File: src/rtl/adc_capture_pkg.sv
// Shared definitions for the ADC capture controller: FSM state encoding,
// capture mode codes and frame/pack geometry helpers.
package adc_capture_pkg;

    typedef enum logic [1:0] {
        ST_IDLE      = 2'd0,
        ST_WAIT_TRIG = 2'd1,
        ST_CAPTURE   = 2'd2,
        ST_DONE      = 2'd3
    } state_t;

    // Mode code 3 is reserved and behaves like one-shot: anything other
    // than continuous is length-limited, and only MODE_TRIG waits.
    localparam logic [1:0] MODE_CONT    = 2'd0;
    localparam logic [1:0] MODE_ONESHOT = 2'd1;
    localparam logic [1:0] MODE_TRIG    = 2'd2;

    // Bits per frame (all channels of one sample instant).
    function automatic int calc_frame_w(input int num_ch, input int sample_w);
        return num_ch * sample_w;
    endfunction

    // Frames packed into one 32-bit FIFO word.
    function automatic int calc_pack(input int frame_w);
        return 32'sd32 / frame_w;
    endfunction

endpackage

File: src/rtl/adc_frame_packer.sv
// Packs PACK frames of FRAME_W bits into one 32-bit word, first frame in
// the MSBs. word_valid pulses combinationally with the completing push so
// the parent can register the word together with its own bookkeeping.
module adc_frame_packer #(
    parameter int FRAME_W = 32,
    parameter int PACK    = 1
) (
    input  logic               clk,
    input  logic               reset,
    input  logic               flush,
    input  logic               push,
    input  logic [FRAME_W-1:0] frame_in,
    output logic               word_valid,
    output logic [31:0]        word
);

    logic [31:0] sr_q, sr_d;
    logic [2:0]  pos_q, pos_d;
    logic [31:0] merged_s;

    // Merge the incoming frame below the frames already held; flush wins over push.
    always_comb begin
        merged_s   = (sr_q << FRAME_W) | 32'(frame_in);
        sr_d       = sr_q;
        pos_d      = pos_q;
        word_valid = 1'b0;
        word       = merged_s;
        if (flush) begin
            sr_d  = 32'd0;
            pos_d = 3'd0;
        end else if (push) begin
            if (pos_q == 3'(PACK - 1)) begin
                word_valid = 1'b1;
                sr_d       = 32'd0;
                pos_d      = 3'd0;
            end else begin
                sr_d  = merged_s;
                pos_d = pos_q + 3'd1;
            end
        end else begin
            sr_d  = sr_q;
            pos_d = pos_q;
        end
    end

    // Partial-word storage and pack position.
    always_ff @(posedge clk) begin
        if (reset) begin
            sr_q  <= 32'd0;
            pos_q <= 3'd0;
        end else begin
            sr_q  <= sr_d;
            pos_q <= pos_d;
        end
    end

endmodule

File: src/rtl/adc_capture_ctrl.sv
// Capture controller between the ADC front end and the pipe-out FIFO:
// decimates accepted frames, optionally waits for a rising ch0 crossing,
// packs kept frames into 32-bit words and honours FIFO backpressure.
module adc_capture_ctrl
    import adc_capture_pkg::*;
#(
    parameter int NUM_CH   = 2,
    parameter int SAMPLE_W = 16,
    parameter int COUNT_W  = 24,
    parameter int DECIM_W  = 8
) (
    input  logic                         clk,
    input  logic                         reset,
    input  logic                         adc_rdy,
    input  logic                         data_valid,
    input  logic [NUM_CH*SAMPLE_W-1:0]   adc_data,
    input  logic                         arm,
    input  logic                         stop,
    input  logic [1:0]                   mode,
    input  logic [COUNT_W-1:0]           capture_len,
    input  logic [DECIM_W-1:0]           decim,
    input  logic [SAMPLE_W-1:0]          trig_level,
    input  logic                         fifo_prog_full,
    output logic                         fifo_wr_en,
    output logic [31:0]                  fifo_din,
    output logic                         busy,
    output logic                         done,
    output logic                         overflow,
    output logic [COUNT_W-1:0]           word_count
);

    localparam int FRAME_W = calc_frame_w(NUM_CH, SAMPLE_W);
    localparam int PACK    = calc_pack(FRAME_W);

    state_t               state_q, state_d;
    logic [1:0]           mode_q, mode_d;
    logic [COUNT_W-1:0]   len_q, len_d, wc_q, wc_d;
    logic [DECIM_W-1:0]   decim_q, decim_d, dcnt_q, dcnt_d;
    logic [SAMPLE_W-1:0]  level_q, level_d, prev_q, prev_d;
    logic                 prev_vld_q, prev_vld_d;
    logic                 ovf_q, ovf_d, wr_q, wr_d, busy_q, busy_d, done_q, done_d;
    logic [31:0]          din_q, din_d;

    logic                 accept_s, arm_ok_s, stop_ok_s, trig_hit_s;
    logic                 keep_s, push_s, flush_s, fixed_len_s, word_vld_s;
    logic [31:0]          word_s;
    logic [SAMPLE_W-1:0]  ch0_s;

    assign ch0_s = adc_data[FRAME_W-1 -: SAMPLE_W];

    // Qualify control pulses and decide whether the current frame is kept.
    always_comb begin
        accept_s    = data_valid & adc_rdy;
        arm_ok_s    = arm & ~stop & ((state_q == ST_IDLE) | (state_q == ST_DONE));
        stop_ok_s   = stop & ((state_q == ST_WAIT_TRIG) | (state_q == ST_CAPTURE));
        trig_hit_s  = (state_q == ST_WAIT_TRIG) & accept_s & ~stop & prev_vld_q
                    & ($signed(prev_q) < $signed(level_q))
                    & ($signed(ch0_s) >= $signed(level_q));
        keep_s      = trig_hit_s
                    | ((state_q == ST_CAPTURE) & accept_s & ~stop
                       & (dcnt_q == {DECIM_W{1'b0}}));
        push_s      = keep_s & ~fifo_prog_full;
        flush_s     = arm_ok_s | stop_ok_s;
        fixed_len_s = (mode_q != MODE_CONT);
    end

    adc_frame_packer #(
        .FRAME_W (FRAME_W),
        .PACK    (PACK)
    ) u_packer (
        .clk        (clk),
        .reset      (reset),
        .flush      (flush_s),
        .push       (push_s),
        .frame_in   (adc_data),
        .word_valid (word_vld_s),
        .word       (word_s)
    );

    // Next-state logic for the FSM, decimator, trigger history and counters.
    always_comb begin
        state_d    = state_q;
        mode_d     = mode_q;
        len_d      = len_q;
        decim_d    = decim_q;
        level_d    = level_q;
        dcnt_d     = dcnt_q;
        prev_d     = prev_q;
        prev_vld_d = prev_vld_q;
        wc_d       = wc_q;
        ovf_d      = ovf_q;
        wr_d       = 1'b0;
        din_d      = din_q;
        if (arm_ok_s) begin
            mode_d     = mode;
            len_d      = capture_len;
            decim_d    = decim;
            level_d    = trig_level;
            wc_d       = {COUNT_W{1'b0}};
            ovf_d      = 1'b0;
            dcnt_d     = {DECIM_W{1'b0}};
            prev_vld_d = 1'b0;
            if ((mode != MODE_CONT) && (capture_len == {COUNT_W{1'b0}})) begin
                state_d = ST_DONE;
            end else if (mode == MODE_TRIG) begin
                state_d = ST_WAIT_TRIG;
            end else begin
                state_d = ST_CAPTURE;
            end
        end else if (stop_ok_s) begin
            state_d = ST_DONE;
        end else begin
            if (accept_s && (state_q == ST_WAIT_TRIG)) begin
                prev_d     = ch0_s;
                prev_vld_d = 1'b1;
            end else begin
                prev_d     = prev_q;
                prev_vld_d = prev_vld_q;
            end
            // The trigger frame counts as decimation slot 0.
            if (trig_hit_s) begin
                state_d = ST_CAPTURE;
                dcnt_d  = (decim_q == {DECIM_W{1'b0}}) ? {DECIM_W{1'b0}} : DECIM_W'(1);
            end else if (accept_s && (state_q == ST_CAPTURE)) begin
                dcnt_d  = (dcnt_q == decim_q) ? {DECIM_W{1'b0}} : dcnt_q + DECIM_W'(1);
            end else begin
                dcnt_d  = dcnt_q;
            end
            if (keep_s && fifo_prog_full) begin
                ovf_d = 1'b1;
            end else begin
                ovf_d = ovf_q;
            end
            if (word_vld_s) begin
                wr_d  = 1'b1;
                din_d = word_s;
                if (!fixed_len_s && (wc_q == {COUNT_W{1'b1}})) begin
                    wc_d = wc_q;
                end else begin
                    wc_d = wc_q + COUNT_W'(1);
                end
                if (fixed_len_s && (wc_d == len_q)) begin
                    state_d = ST_DONE;
                end else begin
                    state_d = state_d;
                end
            end else begin
                wr_d = 1'b0;
            end
        end
        busy_d = (state_d == ST_WAIT_TRIG) || (state_d == ST_CAPTURE);
        done_d = (state_d == ST_DONE);
    end

    // All controller state and registered outputs.
    always_ff @(posedge clk) begin
        if (reset) begin
            state_q    <= ST_IDLE;
            mode_q     <= MODE_CONT;
            len_q      <= {COUNT_W{1'b0}};
            decim_q    <= {DECIM_W{1'b0}};
            level_q    <= {SAMPLE_W{1'b0}};
            dcnt_q     <= {DECIM_W{1'b0}};
            prev_q     <= {SAMPLE_W{1'b0}};
            prev_vld_q <= 1'b0;
            wc_q       <= {COUNT_W{1'b0}};
            ovf_q      <= 1'b0;
            wr_q       <= 1'b0;
            din_q      <= 32'd0;
            busy_q     <= 1'b0;
            done_q     <= 1'b0;
        end else begin
            state_q    <= state_d;
            mode_q     <= mode_d;
            len_q      <= len_d;
            decim_q    <= decim_d;
            level_q    <= level_d;
            dcnt_q     <= dcnt_d;
            prev_q     <= prev_d;
            prev_vld_q <= prev_vld_d;
            wc_q       <= wc_d;
            ovf_q      <= ovf_d;
            wr_q       <= wr_d;
            din_q      <= din_d;
            busy_q     <= busy_d;
            done_q     <= done_d;
        end
    end

    assign fifo_wr_en = wr_q;
    assign fifo_din   = din_q;
    assign busy       = busy_q;
    assign done       = done_q;
    assign overflow   = ovf_q;
    assign word_count = wc_q;

endmodule

File: config.mk
export PLATFORM = sky130hd
export DESIGN_NAME = adc_capture_ctrl
export DESIGN_NICKNAME = d
export VERILOG_FILES = /design/src/rtl/adc_capture_pkg.sv /design/src/rtl/adc_frame_packer.sv /design/src/rtl/adc_capture_ctrl.sv
export SDC_FILE = /design/constraint.sdc
export NUM_CORES = 1
export LEC_CHECK = 0
export CAP_MARGIN = 25
export CORE_MARGIN = 10
export CORE_UTILIZATION = 46
export DETAILED_ROUTE_END_ITERATION = 7
export MAX_ROUTING_LAYER = met4
export PLACE_DENSITY = 0.82
export SYNTH_ARGS = -nofsm -noshare
export SYNTH_HDL_FRONTEND = slang
export SYNTH_SLANG_ARGS = --single-unit
File: constraint.sdc
create_clock -name clk -period 3 [get_ports clk]
set_input_delay 0.45 -clock clk [delete_from_list [all_inputs] [get_ports clk]]
set_output_delay 0.45 -clock clk [all_outputs]
set_load 0.01 [all_outputs]
# After elaboration in Yosys (flattened, before gate mapping)
# Cells that the tools add are included.
[word_totals] reg_bits=140 inputBits=89 output_inout_bits=60 elab_cells=96
[classes] addsub=3 n_lt_le_gt_ge=2 eq_ne=10 n_mux=20 bitwise_logic=21 n_reduce_logical=25
[ops] cell="two-way mux 24 bit" count=4
[ops] cell="adder 24 x 1 -> 24 bit, second input constant" count=1
[ops] cell="== test 24 bit" count=1
[ops] cell="== test 24 bit, second input constant" count=1
[ops] cell="zero test 24 bit" count=1
[ops] cell="two-way mux 8 bit" count=3
[ops] cell=">= comparator 16 bit" count=1
[ops] cell="zero test 8 bit" count=2
[ops] cell="< comparator 16 bit" count=1
[ops] cell="two-way mux 2 bit" count=7
[ops] cell="AND 1 bit" count=13
[ops] cell="== test 2 bit, second input constant" count=5
[ops] cell="adder 8 x 1 -> 8 bit, second input constant" count=1
[ops] cell="== test 8 bit" count=1
[ops] cell="AND reduction 2 bit" count=4
[ops] cell="logical AND 1 bit" count=6
[ops] cell="AND reduction 3 bit" count=2
[ops] cell="nonzero test 2 bit" count=3
[ops] cell="two-way mux 1 bit" count=5
[ops] cell="== test 2 x 1 -> 1 bit, second input constant" count=2
[ops] cell="inverter 1 bit" count=4
[ops] cell="bitwise OR 1 bit" count=4
[ops] cell="OR reduction 2 bit" count=2
[ops] cell="adder 3 x 1 -> 3 bit, second input constant" count=1
[ops] cell="6 further kinds" count=6

# Depth between registers and ports, before layout
[depth] depth_word=21 mapped_depth=14 ltp_nobuf=13

# Cells and area by module
# Synthesis repeated with hierarchy kept, for this count alone.
[unflattened] hier_cells=984 hier_area_um2=7643.6
[by_module_without_submodules] module="adc_capture_ctrl" instances=1 cells_per_inst=934 area_per_inst_um2=7223.2 seq_area_each_um2=2742.6
[by_module_without_submodules] module="adc_frame_packer" instances=1 cells_per_inst=50 area_per_inst_um2=420.4 seq_area_each_um2=60.1

# Worst setup path before layout
# Ideal clock, no wire load.
[synth_path] kind="flip-flop to flip-flop" start="register wc_q[0], in the netlist word_count[0]" end="register busy_q, in the netlist busy" setup_time_ns=0.127 arrival_ns=2.986 required_time_ns=2.873 path_slack_ns=-0.113 stages_incl_launch_ff=15 synth_period_minus_slack_ns=3.113 cell_sequence="dfxtp_1 -> ha_1 -> buf_2 -> and4_1 -> clkbuf_1 -> and2_1 -> buf_2 -> nor4_1 -> xnor2_1 -> o21ai_0 -> nor4b_1 -> a31oi_2 -> a22oi_1 -> ha_1 -> nor2b_1"
[synth_between] elab_chain_cells=14 word_cells_on_any_way=16
[synth_lines] element="from (decl)" line_no="adc_capture_ctrl.sv:37" text="logic [COUNT_W-1:0] len_q, len_d, wc_q, wc_d;"
[synth_lines] element="from (signal assigned)" line_no="adc_capture_ctrl.sv:166" text="wc_q <= {COUNT_W{1'b0}};"
[synth_lines] element="from (signal assigned)" line_no="adc_capture_ctrl.sv:181" text="wc_q <= wc_d;"
[synth_lines] element="branches (longest 2 deep; another with adder 24 x 1 -> 24 bit)"
[synth_lines] element="two-way mux 24 bit *" line_no="adc_capture_ctrl.sv:137" text="if (!fixed_len_s && (wc_q == {COUNT_W{1'b1}})) begin"
[synth_lines] element="two-way mux 24 bit *" line_no="adc_capture_ctrl.sv:134" text="if (word_vld_s) begin"
[synth_lines] element="two-way mux 24 bit *" line_no="adc_capture_ctrl.sv:110" text="end else if (stop_ok_s) begin"
[synth_lines] element="two-way mux 24 bit *" line_no="adc_capture_ctrl.sv:94" text="if (arm_ok_s) begin"
[synth_lines] element="== test 24 bit *" line_no="adc_capture_ctrl.sv:142" text="if (fixed_len_s && (wc_d == len_q)) begin"
[synth_lines] element="logical AND 1 bit *" line_no="adc_capture_ctrl.sv:142"
[synth_lines] element="two-way mux 2 bit *" line_no="adc_capture_ctrl.sv:142"
[synth_lines] element="two-way mux 2 bit *" line_no="adc_capture_ctrl.sv:134"
[synth_lines] element="two-way mux 2 bit *" line_no="adc_capture_ctrl.sv:110"
[synth_lines] element="two-way mux 2 bit *" line_no="adc_capture_ctrl.sv:94"
[synth_lines] element="== test 2 x 1 -> 1 bit or == test 2 bit (tied branches)" line_no="adc_capture_ctrl.sv:151" text="busy_d = (state_d == ST_WAIT_TRIG) || (state_d == ST_CAPTURE);"
[synth_lines] element="logical OR 1 bit *" line_no="adc_capture_ctrl.sv:151"
[synth_lines] element="named net busy_d" line_no="adc_capture_ctrl.sv:41" text="logic ovf_q, ovf_d, wr_q, wr_d, busy_q, busy_d, done_q, done_d;"
[synth_lines] element="to (signal assigned)" line_no="adc_capture_ctrl.sv:185" text="busy_q <= busy_d;"
[synth_lines] element="to (decl)" line_no="adc_capture_ctrl.sv:41"
# Mark *: on every way through the listed nets, which the timed path passes. The select of a mux whose other input is x is not followed.
# A chain may end at the register's enable or synchronous reset.

# Worst setup path after layout
[layout_path] start="register wc_q[23], in the netlist word_count[23]" end="register busy_q, in the netlist busy"
[layout_between] elab_chain_cells=14 word_cells_on_any_way=16
[layout_lines] element="branches (longest 2 deep; another with adder 24 x 1 -> 24 bit)"
[layout_lines] element="two-way mux 24 bit *" line_no="adc_capture_ctrl.sv:137"
[layout_lines] element="two-way mux 24 bit *" line_no="adc_capture_ctrl.sv:134"
[layout_lines] element="two-way mux 24 bit *" line_no="adc_capture_ctrl.sv:110"
[layout_lines] element="two-way mux 24 bit *" line_no="adc_capture_ctrl.sv:94"
[layout_lines] element="== test 24 bit *" line_no="adc_capture_ctrl.sv:142"
[layout_lines] element="logical AND 1 bit *" line_no="adc_capture_ctrl.sv:142"
[layout_lines] element="two-way mux 2 bit *" line_no="adc_capture_ctrl.sv:142"
[layout_lines] element="two-way mux 2 bit *" line_no="adc_capture_ctrl.sv:134"
[layout_lines] element="two-way mux 2 bit *" line_no="adc_capture_ctrl.sv:110"
[layout_lines] element="two-way mux 2 bit *" line_no="adc_capture_ctrl.sv:94"
[layout_lines] element="named net state_d[0]" line_no="adc_capture_ctrl.sv:35" text="state_t state_q, state_d;"
[layout_lines] element="== test 2 x 1 -> 1 bit or == test 2 bit (tied branches)" line_no="adc_capture_ctrl.sv:151"
[layout_lines] element="logical OR 1 bit *" line_no="adc_capture_ctrl.sv:151"
[layout_lines] element="named net busy_d" line_no="adc_capture_ctrl.sv:41"
# Marked as above.

==> results.sh <==
export IMPL_crit_path_max_fanout=3
export IMPL_syn_area_per_cell_um2=7.79
export IMPL_clkTransAtPathRegs_ps=60
export IMPL_yosysTopAreaCell="dfxtp_1"
export IMPL_antenna_found_initial=1
export IMPL_grt_pass1_wl_um=39600
export IMPL_p_sw_mw=1.46
export IMPL_syn_to_final_growth_pct=48.4
export IMPL_cts_made_buffers=17
export IMPL_synth_seq_cells=140
export IMPL_ir_drop_mv=0.427
export IMPL_ys_warn_count=0
export IMPL_first_pass_iters=5
export IMPL_power_density_mw_per_mm2=465
export IMPL_syn_cell_area_mm2=0.00742
export IMPL_critPathLaunch="word_count[23]"
export IMPL_required_ps=3310
export IMPL_hold_ws_ps=367
export IMPL_clock_skew_ps=8.78
export IMPL_remaining_drc_errors=0
export IMPL_dpl_worst_slack_ps=-515
export IMPL_syn_inst=952
export IMPL_dieArea_mm2=0.0216
export IMPL_h_tree_depth=4
export IMPL_dieWidth_um=147
export IMPL_fin_nets=1330
export IMPL_synth_seq_area_share_pct=37.8
export IMPL_drtAntennaViolNets=0
export IMPL_drt_initial_drc_count=648
export IMPL_timing_fmax_mhz=322
export IMPL_globalRouteTotalUtil_pct=22.9
export IMPL_grt_overflow_total=0
export IMPL_synth_cell_type_count=71
export IMPL_synth_edff_count=0
export IMPL_p_comb_share_pct=19.3
export IMPL_num_vias=7896
export IMPL_ioPinCount=149
export IMPL_cts_num_sinks=140
export IMPL_hpwl_um=18600
export IMPL_crit_type="reg2reg"
export IMPL_power_frac_clock_pct=41.3
export IMPL_setup_slack_ps=-107
export IMPL_holdCritStartpoint="adc_data[23]"
export IMPL_clk_latency_ps=430
export IMPL_start_kind="flop"
export IMPL_yosys_top_cells_area="dfxtp_1, nand2_1, a21oi_1"
export IMPL_synth_async_reset_ratio_pct=0
export IMPL_grt_max_degree=38
export IMPL_arrival_ps=3420
export IMPL_gp_congestion=0.961
export IMPL_p_int_mw=3.65
export IMPL_min_delay_path_class="in2reg"
export IMPL_switching_share_pct=28.6
export IMPL_synth_nets=1080
export IMPL_cts_buffer_depth=2
export IMPL_numPortBuffers=148
export IMPL_grt_pass1_vias=7834
export IMPL_period_needed_ps=3110
export IMPL_tritoncts="yes"
export IMPL_p_seq_share_pct=39.4
export IMPL_min_period_over_period_pct=104
export IMPL_power_leakage_nw=4.22
export IMPL_viasPerCell=5.51
export IMPL_synthFlopType="dfxtp_1"
export IMPL_relSlewSlack_pct=64.6
export IMPL_status="finished, violations left"
export IMPL_cp_end_kind="flop"
export IMPL_hold_violations=0
export IMPL_cts_hold_buffers=0
export IMPL_maxCapViolations=0
export IMPL_drv_slew=0
export IMPL_violations="negative setup slack"
export IMPL_r2r_start="word_count[23]"
export IMPL_wl_per_cell_um=17.5
export IMPL_cts_root_buf="clkbuf_16"
export IMPL_dpl_cell_area_mm2=0.00994
export IMPL_start_util_pct=46.9
export IMPL_tightest_slew_ps=527
export IMPL_synth_top_cell_area_share_pct=37.8
export IMPL_rsz0062_at_grt="yes"
export IMPL_setup_viol=1
export IMPL_final_area_mm2=0.0110
export IMPL_drive_above_1_share_pct=19.8
export IMPL_drt_total_wl_um=25100
export IMPL_core_mm2=0.0158
export IMPL_die_y_um=147
export IMPL_place_inst=1384
export IMPL_fin_cells=1432
export IMPL_rows=46
[placed cells by master, fill, tap and decap left out, drive strengths merged, types with 15 or more instances in the layout]
cell type and instances:
clkdlybuf4s50 134, ha 39, dfxtp 140, xor2 34, clkbuf 18, xnor2 20, nand4 16, nor4 15
nand3 29, nand2 231, inv 34, nor2 57, a21oi 123, o21ai 20, buf 136
[registers in the layout (all words and copies together), names as in the netlist, 3 cells and up]
name and count:
len_q 24, decim_q 8, dcnt_q 8, u_packer.pos_q 3
word_count 24, prev_q 16, level_q 16, fifo_din 32
[cell families after synthesis]
| family | synth area share [%] |
|---|---|
| AND/OR/NAND/NOR | 26.7 |
| adder cells (fa/ha/maj) | 6.58 |
| flip-flops | 37.8 |
| AO/OA/AOI/OAI | 17.0 |
| buffers and inverters | 4.33 |
| XOR/XNOR | 6.37 |
| multiplexers | 1.25 |
[routing by layer]
metal | GRT usage, % | routed length, um | up-vias
met1 | 27.4 | 10900 | 3771
met5 | - | 0 | -
li1 | - | - | 3800
met2 | 36.3 | 11700 | 272
met3 | 5.93 | 1700 | 53
met4 | 8.77 | 745 | 0
[final cells by class]
type                            instances  area, um2
Fill cell                            1235       4820
Multi-Input combinational cell        732       4650
Sequential cell                       140       2830
Timing Repair Buffer                  283       2570
Clock buffer                           18        429
Tap cell                              216        270
Clock inverter                         14        158
Inverter                               28        105
Antenna cell                            1       2.50
[metrics by stage]
stage | TNS [ps] | power (mW) | util (%)
after floorplan | 0 | 2.53 | -
after global placement | -19700 | 2.93 | 62.7
after detailed placement | -23250 | 2.95 | 62.8
after CTS | -119 | 5.06 | 67.3
after global routing | -530 | 5.32 | 69.6
final | -107 | 5.12 | 69.6
[path summary, 6_finish.rpt]
check                                     to  slack, ps  cells after the start
worst max-delay path                    busy       -110                     14
worst max register to register          busy       -110                     14
worst min register to register   fifo_din[6]        450                      2
worst min-delay path            fifo_din[23]        370                      3
[power groups by stage]
stage / Clock, mW / Combinational, mW / Sequential (mW)
after floorplan: 0 / 0.489 / 2.04
after global placement: 0 / 0.877 / 2.05
after detailed placement: 0 / 0.902 / 2.05
after CTS: 2.13 / 0.921 / 2.01
after global routing: 2.22 / 1.08 / 2.02
final: 2.11 / 0.989 / 2.01
[synth_stat cells (5+ instances only)]
| cell type | instances |
|---|---|
| nor2_1 | 57 |
| xnor2_1 | 20 |
| o21ai_0 | 19 |
| nor3_1 | 12 |
| a21oi_1 | 123 |
| mux2i_1 | 7 |
| nand2b_1 | 10 |
| and4_1 | 5 |
| nor4_1 | 12 |
| nor2b_1 | 11 |
| nand3_1 | 29 |
| a31oi_1 | 5 |
| and3_1 | 8 |
| and2_1 | 5 |
| ha_1 | 39 |
| nand4_1 | 14 |
| inv_1 | 28 |
| nand2_1 | 231 |
| a211oi_1 | 5 |
| clkbuf_1 | 36 |
| buf_2 | 13 |
| xor2_1 | 34 |
| or3_1 | 7 |
| dfxtp_1 | 140 |
[critical path, cell delays in order, from the launching register on]
cell	delay, ps
dfxtp_4	360
nand4_1	100
buf_4	180
nor4_4	300
buf_4	170
buf_4	100
o22ai_1	90
a22oi_2	280
o311ai_2	170
a2111oi_4	380
buf_4	190
a31oi_4	110
a22oi_1	160
ha_1	260
nor2b_1	130
[repair_timing]
action                                  4_1_cts  5_1_grt
setup buffers                                 3       11
gates resized for setup                      20       59
endpoints found under the setup margin        4       67
gates cloned                                  0        1
pin swaps                                    10       24
No activity file was read; power rests on OpenSTA's default activity.
